--- src/rtl/uart_rx.sv ---
// ---------------------------------------------------------------------------
// uart_rx : 8N1 UART receiver with 16x oversampling and one-entry holding
//           register.
//
// The serial line is synchronized, a falling edge starts a frame, the start
// bit is re-checked at mid-bit, eight data bits are sampled LSB first at
// their centres and the stop bit is checked. Good bytes are placed in a
// holding register that the host consumes with rd_en.
//
// Parameters
//   CLK_FREQ    clock frequency in Hz
//   BAUD        line rate in bit/s
// Ports
//   clk_100m    in   system clock, rising edge
//   rst         in   asynchronous active-high reset
//   rx          in   asynchronous serial line, idle high
//   rd_en       in   consume the held byte (only acts while rx_ready=1)
//   data_out    out  last good byte received
//   rx_ready    out  data_out holds an unread byte
//   data_valid  out  one-cycle pulse when a good byte is loaded
//   frame_err   out  one-cycle pulse on a bad stop bit
//   overrun     out  one-cycle pulse when a good byte is dropped (rx_ready=1)
//   rx_busy     out  receiver is not idle
// ---------------------------------------------------------------------------
module uart_rx #(
  parameter int CLK_FREQ = 100_000_000,
  parameter int BAUD     = 9600
) (
  input  logic       clk_100m,
  input  logic       rst,
  input  logic       rx,
  input  logic       rd_en,
  output logic [7:0] data_out,
  output logic       rx_ready,
  output logic       data_valid,
  output logic       frame_err,
  output logic       overrun,
  output logic       rx_busy
);

  localparam int SAMPLE_DIV = CLK_FREQ / (BAUD * 16);
  localparam int DIV_W      = (SAMPLE_DIV > 1) ? $clog2(SAMPLE_DIV) : 1;
  localparam logic [DIV_W-1:0] DIV_LAST = DIV_W'(SAMPLE_DIV - 1);

  typedef enum logic [1:0] {
    ST_IDLE  = 2'd0,
    ST_START = 2'd1,
    ST_DATA  = 2'd2,
    ST_STOP  = 2'd3
  } state_t;

  // Synchronizer and edge-detect registers
  logic             rx_meta_q;
  logic             rx_s_q;
  logic             rx_prev_q;
  logic [2:0]       arm_q;

  // Receiver state
  state_t           state_q,    state_d;
  logic [DIV_W-1:0] div_q,      div_d;
  logic [3:0]       samp_q,     samp_d;
  logic [2:0]       bit_idx_q,  bit_idx_d;
  logic [7:0]       shift_q,    shift_d;
  logic [7:0]       data_q,     data_d;
  logic             ready_q,    ready_d;
  logic             valid_q,    valid_d;
  logic             ferr_q,     ferr_d;
  logic             ovr_q,      ovr_d;
  logic             busy_q,     busy_d;

  logic             tick_s;
  logic             fall_s;

  // Two-flop synchronizer, one extra delayed copy for edge detection, and an
  // arming shift register that blocks edge detection until the pipeline holds
  // real line samples (reset values of 1 must not look like a high->low edge).
  always_ff @(posedge clk_100m or posedge rst) begin
    if (rst) begin
      rx_meta_q <= 1'b1;
      rx_s_q    <= 1'b1;
      rx_prev_q <= 1'b1;
      arm_q     <= 3'b000;
    end else begin
      rx_meta_q <= rx;
      rx_s_q    <= rx_meta_q;
      rx_prev_q <= rx_s_q;
      arm_q     <= {arm_q[1:0], 1'b1};
    end
  end

  assign tick_s = (div_q == DIV_LAST);
  assign fall_s = arm_q[2] & rx_prev_q & ~rx_s_q;

  // Next-state logic: divider, sample counter, bit sampling and the holding
  // register handshake.
  always_comb begin
    state_d   = state_q;
    div_d     = div_q;
    samp_d    = samp_q;
    bit_idx_d = bit_idx_q;
    shift_d   = shift_q;
    data_d    = data_q;
    ready_d   = ready_q;
    valid_d   = 1'b0;
    ferr_d    = 1'b0;
    ovr_d     = 1'b0;

    // Divider and sample counter only run while a frame is in progress;
    // the sample counter wraps 15->0 on its own.
    if (state_q != ST_IDLE) begin
      div_d = tick_s ? '0 : div_q + DIV_W'(1);
      if (tick_s) begin
        samp_d = samp_q + 4'd1;
      end else begin
        samp_d = samp_q;
      end
    end else begin
      div_d  = '0;
      samp_d = samp_q;
    end

    if (rd_en && ready_q) begin
      ready_d = 1'b0;
    end else begin
      ready_d = ready_q;
    end

    case (state_q)
      ST_IDLE: begin
        if (fall_s) begin
          state_d = ST_START;
          div_d   = '0;
          samp_d  = 4'd0;
        end else begin
          state_d = ST_IDLE;
        end
      end

      // Mid-start re-check rejects short low glitches.
      ST_START: begin
        if (tick_s && (samp_q == 4'd7)) begin
          samp_d    = 4'd0;
          bit_idx_d = 3'd0;
          if (!rx_s_q) begin
            state_d = ST_DATA;
          end else begin
            state_d = ST_IDLE;
          end
        end else begin
          state_d = ST_START;
        end
      end

      // Data bits arrive LSB first, so shift in from the top.
      ST_DATA: begin
        if (tick_s && (samp_q == 4'd15)) begin
          shift_d = {rx_s_q, shift_q[7:1]};
          if (bit_idx_q == 3'd7) begin
            state_d = ST_STOP;
          end else begin
            bit_idx_d = bit_idx_q + 3'd1;
          end
        end else begin
          state_d = ST_DATA;
        end
      end

      // A read in the same cycle frees the holding register, so the new byte
      // is loaded rather than reported as an overrun.
      ST_STOP: begin
        if (tick_s && (samp_q == 4'd15)) begin
          state_d = ST_IDLE;
          if (rx_s_q) begin
            if (!ready_q || rd_en) begin
              data_d  = shift_q;
              ready_d = 1'b1;
              valid_d = 1'b1;
            end else begin
              ovr_d = 1'b1;
            end
          end else begin
            ferr_d = 1'b1;
          end
        end else begin
          state_d = ST_STOP;
        end
      end

      default: begin
        state_d = ST_IDLE;
      end
    endcase

    busy_d = (state_d != ST_IDLE);
  end

  // State and output registers.
  always_ff @(posedge clk_100m or posedge rst) begin
    if (rst) begin
      state_q   <= ST_IDLE;
      div_q     <= '0;
      samp_q    <= 4'd0;
      bit_idx_q <= 3'd0;
      shift_q   <= 8'h00;
      data_q    <= 8'h00;
      ready_q   <= 1'b0;
      valid_q   <= 1'b0;
      ferr_q    <= 1'b0;
      ovr_q     <= 1'b0;
      busy_q    <= 1'b0;
    end else begin
      state_q   <= state_d;
      div_q     <= div_d;
      samp_q    <= samp_d;
      bit_idx_q <= bit_idx_d;
      shift_q   <= shift_d;
      data_q    <= data_d;
      ready_q   <= ready_d;
      valid_q   <= valid_d;
      ferr_q    <= ferr_d;
      ovr_q     <= ovr_d;
      busy_q    <= busy_d;
    end
  end

  assign data_out   = data_q;
  assign rx_ready   = ready_q;
  assign data_valid = valid_q;
  assign frame_err  = ferr_q;
  assign overrun    = ovr_q;
  assign rx_busy    = busy_q;

endmodule
--- config.mk ---
export PLATFORM = sky130hd
export DESIGN_NAME = uart_rx
export DESIGN_NICKNAME = d
export VERILOG_FILES = /design/src/rtl/uart_rx.sv
export SDC_FILE = /design/constraint.sdc
export NUM_CORES = 1
export LEC_CHECK = 0
export BUFFER_PORTS_ARGS = -buffer_cell sky130_fd_sc_hd__buf_4
export CAP_MARGIN = 20
export CORE_ASPECT_RATIO = 0.6
export CORE_MARGIN = 4
export CORE_UTILIZATION = 40
export CTS_CLUSTER_SIZE = 16
export DETAILED_ROUTE_END_ITERATION = 8
export PLACE_DENSITY_LB_ADDON = 0.25
export SLEW_MARGIN = 20
export SYNTH_ARGS = -nofsm -noshare
export SYNTH_HDL_FRONTEND = slang
export SYNTH_SLANG_ARGS = --single-unit
--- constraint.sdc ---
create_clock -name clk_100m -period 2.4 [get_ports clk_100m]
set_clock_uncertainty 0.2 [all_clocks]
set_input_delay 0.12 -clock clk_100m [delete_from_list [all_inputs] [get_ports clk_100m]]
set_output_delay 0.12 -clock clk_100m [all_outputs]
set_load 0.02 [all_outputs]
### Word-level counts from Yosys, hierarchy flattened

Index checks and enable logic that the tools add are counted.

| operators by class | value |
|---|---|
| $add $sub $neg | 3 |
| eq/ne operators | 10 |
| muxes and demuxes | 36 |
| bitwise logic cells | 3 |
| reductions and logical operators | 12 |

Operator list:

| kind | count |
|---|---|
| $mux 10 | 4 |
| $mux 1 | 17 |
| $mux 4 | 4 |
| $add 10x1->10 const B | 1 |
| $eq 10x10->1 const B | 1 |
| $mux 2 | 5 |
| $mux 3 | 3 |
| $pmux 2 s4 | 1 |
| $pmux 4 s2 | 1 |
| $reduce_and 4->1 | 2 |
| $ne 2x2->1 const B | 3 |
| $pmux 3 s2 | 1 |
| $reduce_bool 2->1 | 3 |
| $add 4x1->4 const B | 1 |
| $eq 2x2->1 const B | 2 |
| $eq 4x3->1 const B | 1 |
| $eq 4x4->1 const B | 1 |
| $add 3x1->3 const B | 1 |
| $eq 3x3->1 const B | 1 |
| $logic_and 1x1->1 | 3 |
| $and 1x1->1 | 2 |
| $eq 2x1->1 const B | 1 |
| $logic_not 2->1 | 1 |
| $reduce_and 2->1 | 1 |
| 3 further kinds | 3 |

| storage, ports and cells | value |
|---|---|
| bits in registers | 46 |
| output and inout port bits | 13 |
| logic and storage cells | 79 |

### Longest topological paths before layout

Gate-level depths: netlist (run 1).

| logic depth | value |
|---|---|
| depth after elaboration | 6 |
| gate-level depth with buffers | 7 |

### Least setup slack after synthesis (run 1)

Ideal clock, no wire load.

| timing path | value |
|---|---|
| path type | reg-to-reg |
| from | register div_q[0] |
| to | register shift_q[0] |
| setup time | 125 ps |
| data arrival time | 1736 ps |
| required time | 2075 ps |
| path slack | 339 ps |
| stages on the path, launching flop included | 7 |
| path buffers | 0 |
| clock period less this slack | 2061 ps |
| cell sequence | dfrtp_1 -> inv_1 -> ha_1 -> and4bb_2 -> nand3_2 -> nor4_4 -> mux2_2 |

| between the ends | value |
|---|---|
| cells in the longest elaborated chain, start to end | 3 |

Ends and longest elaborated chain:

| element | line | source |
|---|---|---|
| start: declaration | 60 | `logic [DIV_W-1:0] div_q, div_d;` |
| start signal: assignment | 213 | `div_q <= div_d;` |
| $eq 10x10->1 | 91 | `assign tick_s = (div_q == DIV_LAST);` |
| $logic_and 1x1->1 | 156 | `if (tick_s && (samp_q == 4'd15)) begin` |
| $reduce_and 2->1 (no source line) | -- |  |
| end signal: assignment | 216 | `shift_q <= shift_d;` |
| end: declaration | 63 | `logic [7:0] shift_q, shift_d;` |

Every way passes these cells.
A chain may end at the register's enable or synchronous reset.

### Final worst setup path (run 1)

| timing path | value |
|---|---|
| from | register div_q[0] |
| to | register shift_q[7] |

Same word-level chain as after synthesis.

==> results_dict.tcl, run 1 <==
set metrics [dict create \
    power.density_nw_per_um2 652 \
    grt-ovfl-total 0 \
    first_global_vias 1330 \
    synth_edf_count 0 \
    p_switching_mw 0.431 \
    htreeDepth 2 \
    cts_tree "done" \
    final_common_cell "dfrtp_1" \
    area_growth_pct 16.6 \
    placed_cell_area_um2 2220 \
    reg2reg_from "div_q[0]" \
    layout_common_cells "dfrtp_1 (43), buf_4 (17), mux2_2 (16)" \
    core-area_um2 4710 \
    cts_buffers 5 \
    final_area_um2 2340 \
    fin_cells 256 \
    synth_ff_type "dfrtp_1" \
    setup_violations 0 \
    drtAntennaViolNets 0 \
    wl_mm 3.58 \
    worstSetupEndpointType "flip-flop" \
    clk_latency_ps 300 \
    slew_headroom_pct 40.4 \
    drt-pass1-iter-count 4 \
    drt-wirelength-per-cell_um 14.0 \
    syn_area_per_cell_um2 12.0 \
    drtIter0Drc 56 \
    power_frac_seq_pct 57.6 \
    diodes 0 \
    hold_viol 0 \
    fin_crit_sh_pct 90.6 \
    critPathLaunchType "flip-flop" \
    yosysUniqueCellTypes 45 \
    path_clk_slew_ps 90 \
    critPathKind "reg2reg" \
    die_y_um 62.9 \
    drive_gt1_share_pct 28.0 \
    drc 0 \
    async_flop_share_pct 100 \
    switching_share_pct 28.2 \
    grt_pass1_wl_mm 6.27 \
    p_int_mw 1.10 \
    clkPwrFrac_pct 30.8 \
    dp.cells 245 \
    synth_seq_cells 46 \
    ys_seq_area_share_pct 57.5 \
    power.leakage_nw 1.11 \
    status "complete, no violations" \
    slew_viol_final 0 \
    dp_hpwl_mm 2.69 \
    die_w_um 99.4 \
    cts_max_path_buffers 2 \
    maxCapViolations 0 \
    peakVddDrop_mv 0.396 \
    startpoint "div_q[0]" \
    pin_count 17 \
    grt_setup_unrepaired "no" \
    syn_area_um2 2010 \
    postCtsSetupBuffers 0 \
    clock.fmax_ghz 0.460 \
    cts_sinks 46 \
    final_nets 201 \
    via_per_inst 5.28 \
    clockRootBuffer "clkbuf_8" \
    period_needed_ps 2170 \
    routabilityCongestion 0.851 \
    finalSetupTns_ps 0 \
    tightest_slew_ps 888 \
    crit_arrival_ps 2160 \
    grtUsageTotal_pct 12.6 \
    synthesis.nets 176 \
    start_util_pct 42.6 \
    min_from "arm_q[1]" \
    rows 19 \
    die_area_um2 6250 \
    syn_inst 167 \
    numPortBuffers 16 \
    combPwrFrac_pct 11.6 \
    antenna_found_initial 0 \
    yosysWarnings 0 \
    grt_max_degree 26 \
    worstPathMaxFanout 8 \
    vias 1352 \
    worstPathRequired_ps 2390 \
    min_path_type "reg2reg" \
]
-- logic make-up after synthesis --
logic type | Yosys count | synth area share, %
other | 1 | 0.187
muxes | 16 | 8.98
AOI/OAI and AO/OA | 21 | 7.29
DFF | 46 | 57.5
adders and majority gates | 5 | 3.12
and+or+nand+nor | 59 | 17.0
buffers and inverters | 10 | 1.93
xor gates and xnor gates | 9 | 3.93
-- layout make-up --
cell class                 instances  area, um^2
clock buffer                       5        68.8
tap                               63        78.8
sequential                        46        1150
timing repair buffer              21         178
inverter                           7        26.3
clock inverter                     3        21.3
multi-input combinational        111         813
fill                             416        2370
-- final timing paths --
path,cells past startpoint,slack (ps),endpoint
max,7,230,shift_q[7]
min,0,150,arm_q[2]
max reg2reg,7,230,shift_q[7]
min reg2reg,0,150,arm_q[2]
max in group asynchronous,4,1190,rx_ready
min in group asynchronous,3,260,data_out[6]
-- routing by layer --
metal / routed length, um / vias to the layer above / global-route usage (%) / part of all wire (%)
met3: 217 / 4 / 3.79 / 6.1
met4: 33 / 0 / 4.43 / 0.92
li1: - / 641 / - / -
met1: 1810 / 659 / 18.3 / 51
met2: 1520 / 48 / 17.8 / 42
met5: 0 / - / 0 / 0
-- registers in the layout, indices dropped and copies added (netlist names) --
register    count
arm_q           3
bit_idx_q       3
data_out        8
data_valid      1
div_q          10
frame_err       1
overrun         1
rx_busy         1
rx_meta_q       1
rx_prev_q       1
rx_ready        1
rx_s_q          1
samp_q          4
shift_q         8
state_q         2
-- synth_stat cells, types with 2 or more instances --
library cell  count  area (um^2)
a21oi_1           3         15.0
dfrtp_1          43         1080
nand4_1           2         12.5
nor2_1           15         56.3
nor4_1            2         12.5
xnor2_1           7         61.3
xor2_1            2         17.5
nand3_2           2         20.0
nand2_1          12         45.0
mux2_2           16          180
a31o_2            2         17.5
o21a_1            2         15.0
nor2b_1           2         12.5
dfstp_2           3         78.8
clkbuf_1          2         7.51
o21ai_0           4         20.0
a31oi_1           2         12.5
ha_1              5         62.6
and2_1            2         12.5
nor3_1            3         15.0
nand3_1           6         30.0
inv_1             7         26.3
-- critical path: stages, from the launching register on --
cell	delay [ps]
dfrtp_1	430
inv_1	70
ha_1	130
and4bb_2	280
nand3_2	210
nor4_4	180
buf_4	200
mux2_2	350
-- power groups by stage --
stage / Sequential [mW] / Clock [mW] / Combinational (mW)
detailed placement: 0.891 / 0 / 0.175
global placement: 0.888 / 0 / 0.168
global route: 0.888 / 0.518 / 0.205
CTS: 0.877 / 0.482 / 0.179
floorplan: 0.876 / 0 / 0.139
finish: 0.879 / 0.470 / 0.177
-- metrics by stage --
step | power [mW] | hold WS (ps) | setup WS, ps | utilization, %
final | 1.53 | 153 | 225 | 49.7
after global routing | 1.61 | 161 | 99.2 | 49.7
after CTS | 1.54 | 156 | 237 | 49.7
after detailed placement | 1.07 | 31.2 | 248 | 47.2
after global placement | 1.06 | 23.0 | 335 | 47.2
after floorplan | 1.01 | -75.5 | 339 | -
-- what timing repair did --
action                                 4_1_cts  5_1_grt
hold buffers                                 3        0
resized for setup                            0        0
endpoints found under the hold margin       24        0
(Power assumes the default switching activity.)
==> run 2: changes to the inputs <==
--- a/config.mk
+++ b/config.mk
@@ -5,6 +5,7 @@
 export SDC_FILE = /design/constraint.sdc
 export NUM_CORES = 1
 export LEC_CHECK = 0
+export ABC_AREA = 1
 export BUFFER_PORTS_ARGS = -buffer_cell sky130_fd_sc_hd__buf_4
 export CAP_MARGIN = 20
 export CORE_ASPECT_RATIO = 0.6
==> results_dict.tcl, run 2 <==
set metrics [dict create \
    status "complete, no violations" \
    yosysTopAreaCellShare_pct 49.4 \
    grt-ovfl-total 0 \
    yosysMostFrequentCell "nand2_1" \
    clock.fmax_ghz 0.515 \
    startpoint "div_q[0]" \
    synth.largest_area_cell "dfrtp_1" \
    final_nets 278 \
    syn_area_um2 2180 \
    layout_common_cells "nand2_1 (54), dfrtp_1 (43), inv_1 (32), nor2_1 (32), buf_4 (19)" \
    critPathKind "reg2reg" \
    p_switching_mw 0.501 \
    path_clk_slew_ps 90 \
    syn_area_per_cell_um2 9.00 \
    wl_mm 3.99 \
    core-area_um2 5150 \
    setup_violations 0 \
    drt-pass1-iter-count 4 \
    min_path_type "in2async" \
    crit_top_cell "inv_1" \
    final_common_cell "nand2_1" \
    grt_max_degree 20 \
    r2r-end "samp_q[1]" \
    yosysUniqueCellTypes 29 \
    cts_tree "done" \
    drive_gt1_share_pct 21.1 \
    largest_register_ffs 10 \
    clockRootBuffer "clkbuf_8" \
    htreeDepth 2 \
    yosys-top-cells-area "dfrtp_1 (49%), nand2_1 (9.3%), inv_1 (5.7%)" \
    cts_max_path_buffers 2 \
    fin_crit_sh_pct 80.9 \
    power_frac_seq_pct 56.0 \
    fin_cells 336 \
    worst_path_largest_cell_delay_ps 450 \
    rrSetupSlack_ps 460 \
    die_area_um2 6730 \
    synth_edf_count 0 \
    power.leakage_nw 1.25 \
    drc 0 \
    start_util_pct 42.2 \
    rows 20 \
    area_growth_pct 14.7 \
    synth_ff_type "dfrtp_1" \
    dp.cells 325 \
    grt_pass1_wl_mm 6.91 \
    p_int_mw 1.14 \
    vias 1575 \
    synthesis.nets 251 \
    via_per_inst 4.69 \
    regMostFlops "div_q" \
    power.density_nw_per_um2 656 \
    grtUsageTotal_pct 13.8 \
    worstSetupEndpointType "flip-flop" \
    placed_cell_area_um2 2380 \
    slew_viol_final 0 \
    reg2reg_depth 11 \
    diodes 0 \
    die_w_um 103 \
    async_flop_share_pct 100 \
    routabilityCongestion 0.842 \
    worstPathRequired_ps 2390 \
    clk_latency_ps 300 \
    crit_end "samp_q[1]" \
    hold_viol 0 \
    antenna_found_initial 0 \
    cts_buffers 5 \
    final_area_um2 2500 \
    switching_share_pct 30.6 \
    drt-wirelength-per-cell_um 11.9 \
    p_total_mw 1.64 \
    synth_seq_cells 46 \
    ys_seq_area_share_pct 53.0 \
    worstPathCellList "inv_1 > ha_1 > inv_1 > nor2_4 > nand4_1 > nor2_2 > inv_1 > nand2_1 > nand2_1 > o21ai_0 > inv_1" \
    dp_hpwl_mm 3.10 \
    critPathLaunchType "flip-flop" \
    peakVddDrop_mv 0.251 \
    maxCapViolations 0 \
    first_global_vias 1408 \
    slowest_stage "dfrtp_1" \
    crit_arrival_ps 1930 \
    die_y_um 65.1 \
    yosysWarnings 0 \
    worstPathMaxFanout 6 \
    synth_common_cells "nand2_1 (54), dfrtp_1 (43), inv_1 (33)" \
    syn_inst 242 \
    clkPwrFrac_pct 29.2 \
    period_needed_ps 1940 \
    drtAntennaViolNets 0 \
    cts_sinks 46 \
    reg2reg_from "div_q[0]" \
    pin_count 17 \
    combPwrFrac_pct 14.8 \
    drtIter0Drc 85 \
    grt_setup_unrepaired "no" \
    numPortBuffers 16 \
    finalSetupTns_ps 0 \
]
==> run 2: final cells by class <==
cell class	count	area [um^2]
fillers	496	2660
flip-flops and latches	46	1150
multi-input cells	158	861
repair buffers	22	173
inverters	36	135
well taps	66	82.6
clock buffers	5	68.8
clock inverters	3	21.3
==> run 2: critical path: cells and delay by family (launching register included) <==
kind / cells / cell delay, ps
AO/OA/AOI/OAI: 1 / 70
adder cells (fa/ha/maj): 1 / 160
buffers and inverters: 4 / 320
flip-flops: 1 / 450
AND/OR/NAND/NOR: 5 / 630
==> run 2: cell families (layout without fill, tap and decap cells) <==
| group | Yosys count | after routing | share of synthesized area (%) |
|---|---|---|---|
| simple gates | 122 | 122 | 27.5 |
| fa+ha+maj | 5 | 5 | 2.87 |
| other cells | 1 | 1 | 0.172 |
| buf+inv | 38 | 66 | 7.41 |
| flops | 46 | 46 | 53.0 |
| xor+xnor | 3 | 3 | 1.21 |
| compound gates | 27 | 27 | 7.82 |
==> run 2: power by group through the flow <==
stage	clock, mW	combinational, mW	sequential (mW)
2_1_floorplan	0	0.196	0.910
3_3_place_gp	0	0.238	0.931
3_5_place_dp	0	0.243	0.929
4_1_cts	0.496	0.246	0.916
5_1_grt	0.537	0.282	0.927
6_report	0.478	0.243	0.917
==> run 2: through the flow <==
step,hold slack (ps),utilization [%],setup slack (ps)
after floorplan,-75.5,-,637
after global routing,151,48.4,227
after detailed placement,-77.0,46.1,475
after CTS,140,48.4,459
after global placement,-86.0,46.1,524
final,139,48.4,457
==> run 2: routing by layer <==
layer / vias up / global-route usage (%) / wire length, um
li1: 812 / - / -
met1: 724 / 22.5 / 2210
met3: 5 / 5.73 / 231
met2: 34 / 15.9 / 1490
met5: - / 0 / 0
met4: 0 / 3.88 / 59
==> run 2: worst min-delay path by stage <==
stage	from	to	slack (ps)	cells past startpoint
after floorplan	rx	rx_meta_q	-80	0
after global placement	rst	data_out[7]	-90	2
after detailed placement	rst	data_valid	-80	2
after CTS	rst	data_out[7]	140	3
after global routing	rst	data_out[7]	150	3
final	rst	data_out[7]	140	3
==> run 2: timing repair <==
action / in CTS / in global routing
resized for setup: 0 / 0
buffers inserted: 0 / 0
endpoints found under the hold margin: 46 / 0
hold buffers: 3 / 0
==> run 3: changes to the inputs <==
==> constraint.sdc (replaced) <==
create_clock -name clk_100m -period 1.7 [get_ports clk_100m]
set_clock_uncertainty 0.2 [all_clocks]
set_input_delay 0.085 -clock clk_100m [delete_from_list [all_inputs] [get_ports clk_100m]]
set_output_delay 0.085 -clock clk_100m [all_outputs]
set_load 0.02 [all_outputs]
==> results_dict.tcl, run 3 (synthesis results as in run 2) <==
set metrics [dict create \
    cts_tree "done" \
    use_met1_pct 24.8 \
    min_path_type "reg2reg" \
    hold_viol 0 \
    fin_util_pct 56.1 \
    drt-pass1-iter-count 4 \
    path_clk_slew_ps 90 \
    grt_pass1_wl_mm 7.02 \
    busiest_layer "met1" \
    finalSetupTns_ps -1120 \
    vias 1638 \
    drtIter0Drc 86 \
    numPortBuffers 16 \
    drive_gt1_share_pct 37.4 \
    grt_max_degree 47 \
    clockRootBuffer "clkbuf_8" \
    peakVddDrop_mv 0.440 \
    worstSetupEndpointType "flip-flop" \
    worstPathMaxFanout 8 \
    routabilityCongestion 0.841 \
    largest_register_ffs 10 \
    crit_arrival_ps 1830 \
    slowest_stage "dfrtp_1" \
    status "finished, violations left" \
    die_area_um2 6730 \
    first_global_vias 1401 \
    cts_max_path_buffers 2 \
    final_nets 294 \
    rows 20 \
    grtUsageMet2_pct 14.5 \
    hold_slack_ps 154 \
    fillers 455 \
    clock.fmax_ghz 0.557 \
    via_per_inst 4.65 \
    clk_latency_ps 300 \
    pin_count 17 \
    path_buf_inv 3 \
    drtAntennaViolNets 0 \
    fin_cells 352 \
    violations "negative setup slack" \
    worstPathRequired_ps 1730 \
    slew_viol_final 0 \
    die_w_um 103 \
    register_area_um2 1160 \
    diodes 0 \
    cts_sinks 46 \
    worstPathCellList "inv_2 > ha_4 > inv_2 > nor2_4 > nand3_2 > nor2_4 > nand2_4 > buf_12 > nor2_8 > nor2_1 > a21oi_2" \
    regMostFlops "div_q" \
    multi_input_area_um2 1030 \
    area_growth_pct 32.8 \
    maxCapViolations 0 \
    power.density_nw_per_um2 952 \
    worst_path_largest_cell_delay_ps 390 \
    dp.cells 336 \
    wl_mm 4.37 \
    grtUsageTotal_pct 13.6 \
    power.leakage_nw 1.40 \
    die_y_um 65.1 \
    fin_crit_sh_pct 106 \
    grt-ovfl-total 0 \
    dp_hpwl_mm 3.09 \
    setup_violations 25 \
    final_area_um2 2890 \
    core-area_um2 5150 \
    drt-wirelength-per-cell_um 12.4 \
    post-place-ws_ps -84.7 \
    start_util_pct 42.2 \
    placed_cell_area_um2 2490 \
    htreeDepth 2 \
    setup_slack_ps -95.8 \
    p_total_mw 2.75 \
    cts_buffers 5 \
    critPathLaunchType "flip-flop" \
    final_common_cell "dfrtp_1" \
    grt_setup_unrepaired "yes" \
    crit_family "simple AND/OR/NAND/NOR gates" \
    period_needed_ps 1800 \
    drc 0 \
    critPathKind "reg2reg" \
    antenna_found_initial 0 \
    use_met3_pct 3.39 \
    layout_common_cells "dfrtp_1 (42), nand2_1 (38), buf_4 (30)" \
]
==> run 3: cell types whose count changed in the layout (fill, tap and decap cells not counted), sizes merged <==
cell,previous run,this run
buf,19,33
bufinv,0,2
clkbuf,5,7
clkinv,2,0
clkinvlp,1,0
nor2,40,41
==> run 3: repair_timing <==
action / CTS / global route
endpoints found under the hold margin: 49 / 0
setup endpoints to repair: 24 / 28
resized for setup: 21 / 28
pin swaps: 17 / 16
setup buffers: 1 / 2
cloned: 1 / 1
hold buffers: 3 / 0
==> run 3: cell type report <==
cell class	instances	share of cell area (%)
inverter	36	4.68
clock buffer	6	2.86
sequential	46	40.0
tap	66	2.86
multi-input combinational	159	35.8
timing repair buffer	37	11.8
clock inverter	2	2.08
==> run 3: final timing paths <==
path | slack (ps) | endpoint | depth (start not counted) | from
max | -100 | shift_q[7] | 11 | div_q[0]
min | 150 | arm_q[1] | 0 | arm_q[0]
max reg2reg | -100 | shift_q[7] | 11 | div_q[0]
min reg2reg | 150 | arm_q[1] | 0 | arm_q[0]
max in group asynchronous | 850 | rx_prev_q | 4 | rst
min in group asynchronous | 180 | data_valid | 4 | rst
==> run 3: power breakdown <==
group	internal [mW]	switching (mW)
Sequential	1.18	0.0992
Combinational	0.198	0.278
Clock	0.627	0.366
==> run 3: routing by layer <==
layer / up-vias / share of wire (%) / wire length, um
li1: 848 / - / -
met1: 752 / 57 / 2490
met2: 33 / 37 / 1610
met3: 5 / 5.3 / 231
met5: - / 0 / 0
met4: 0 / 0.78 / 34
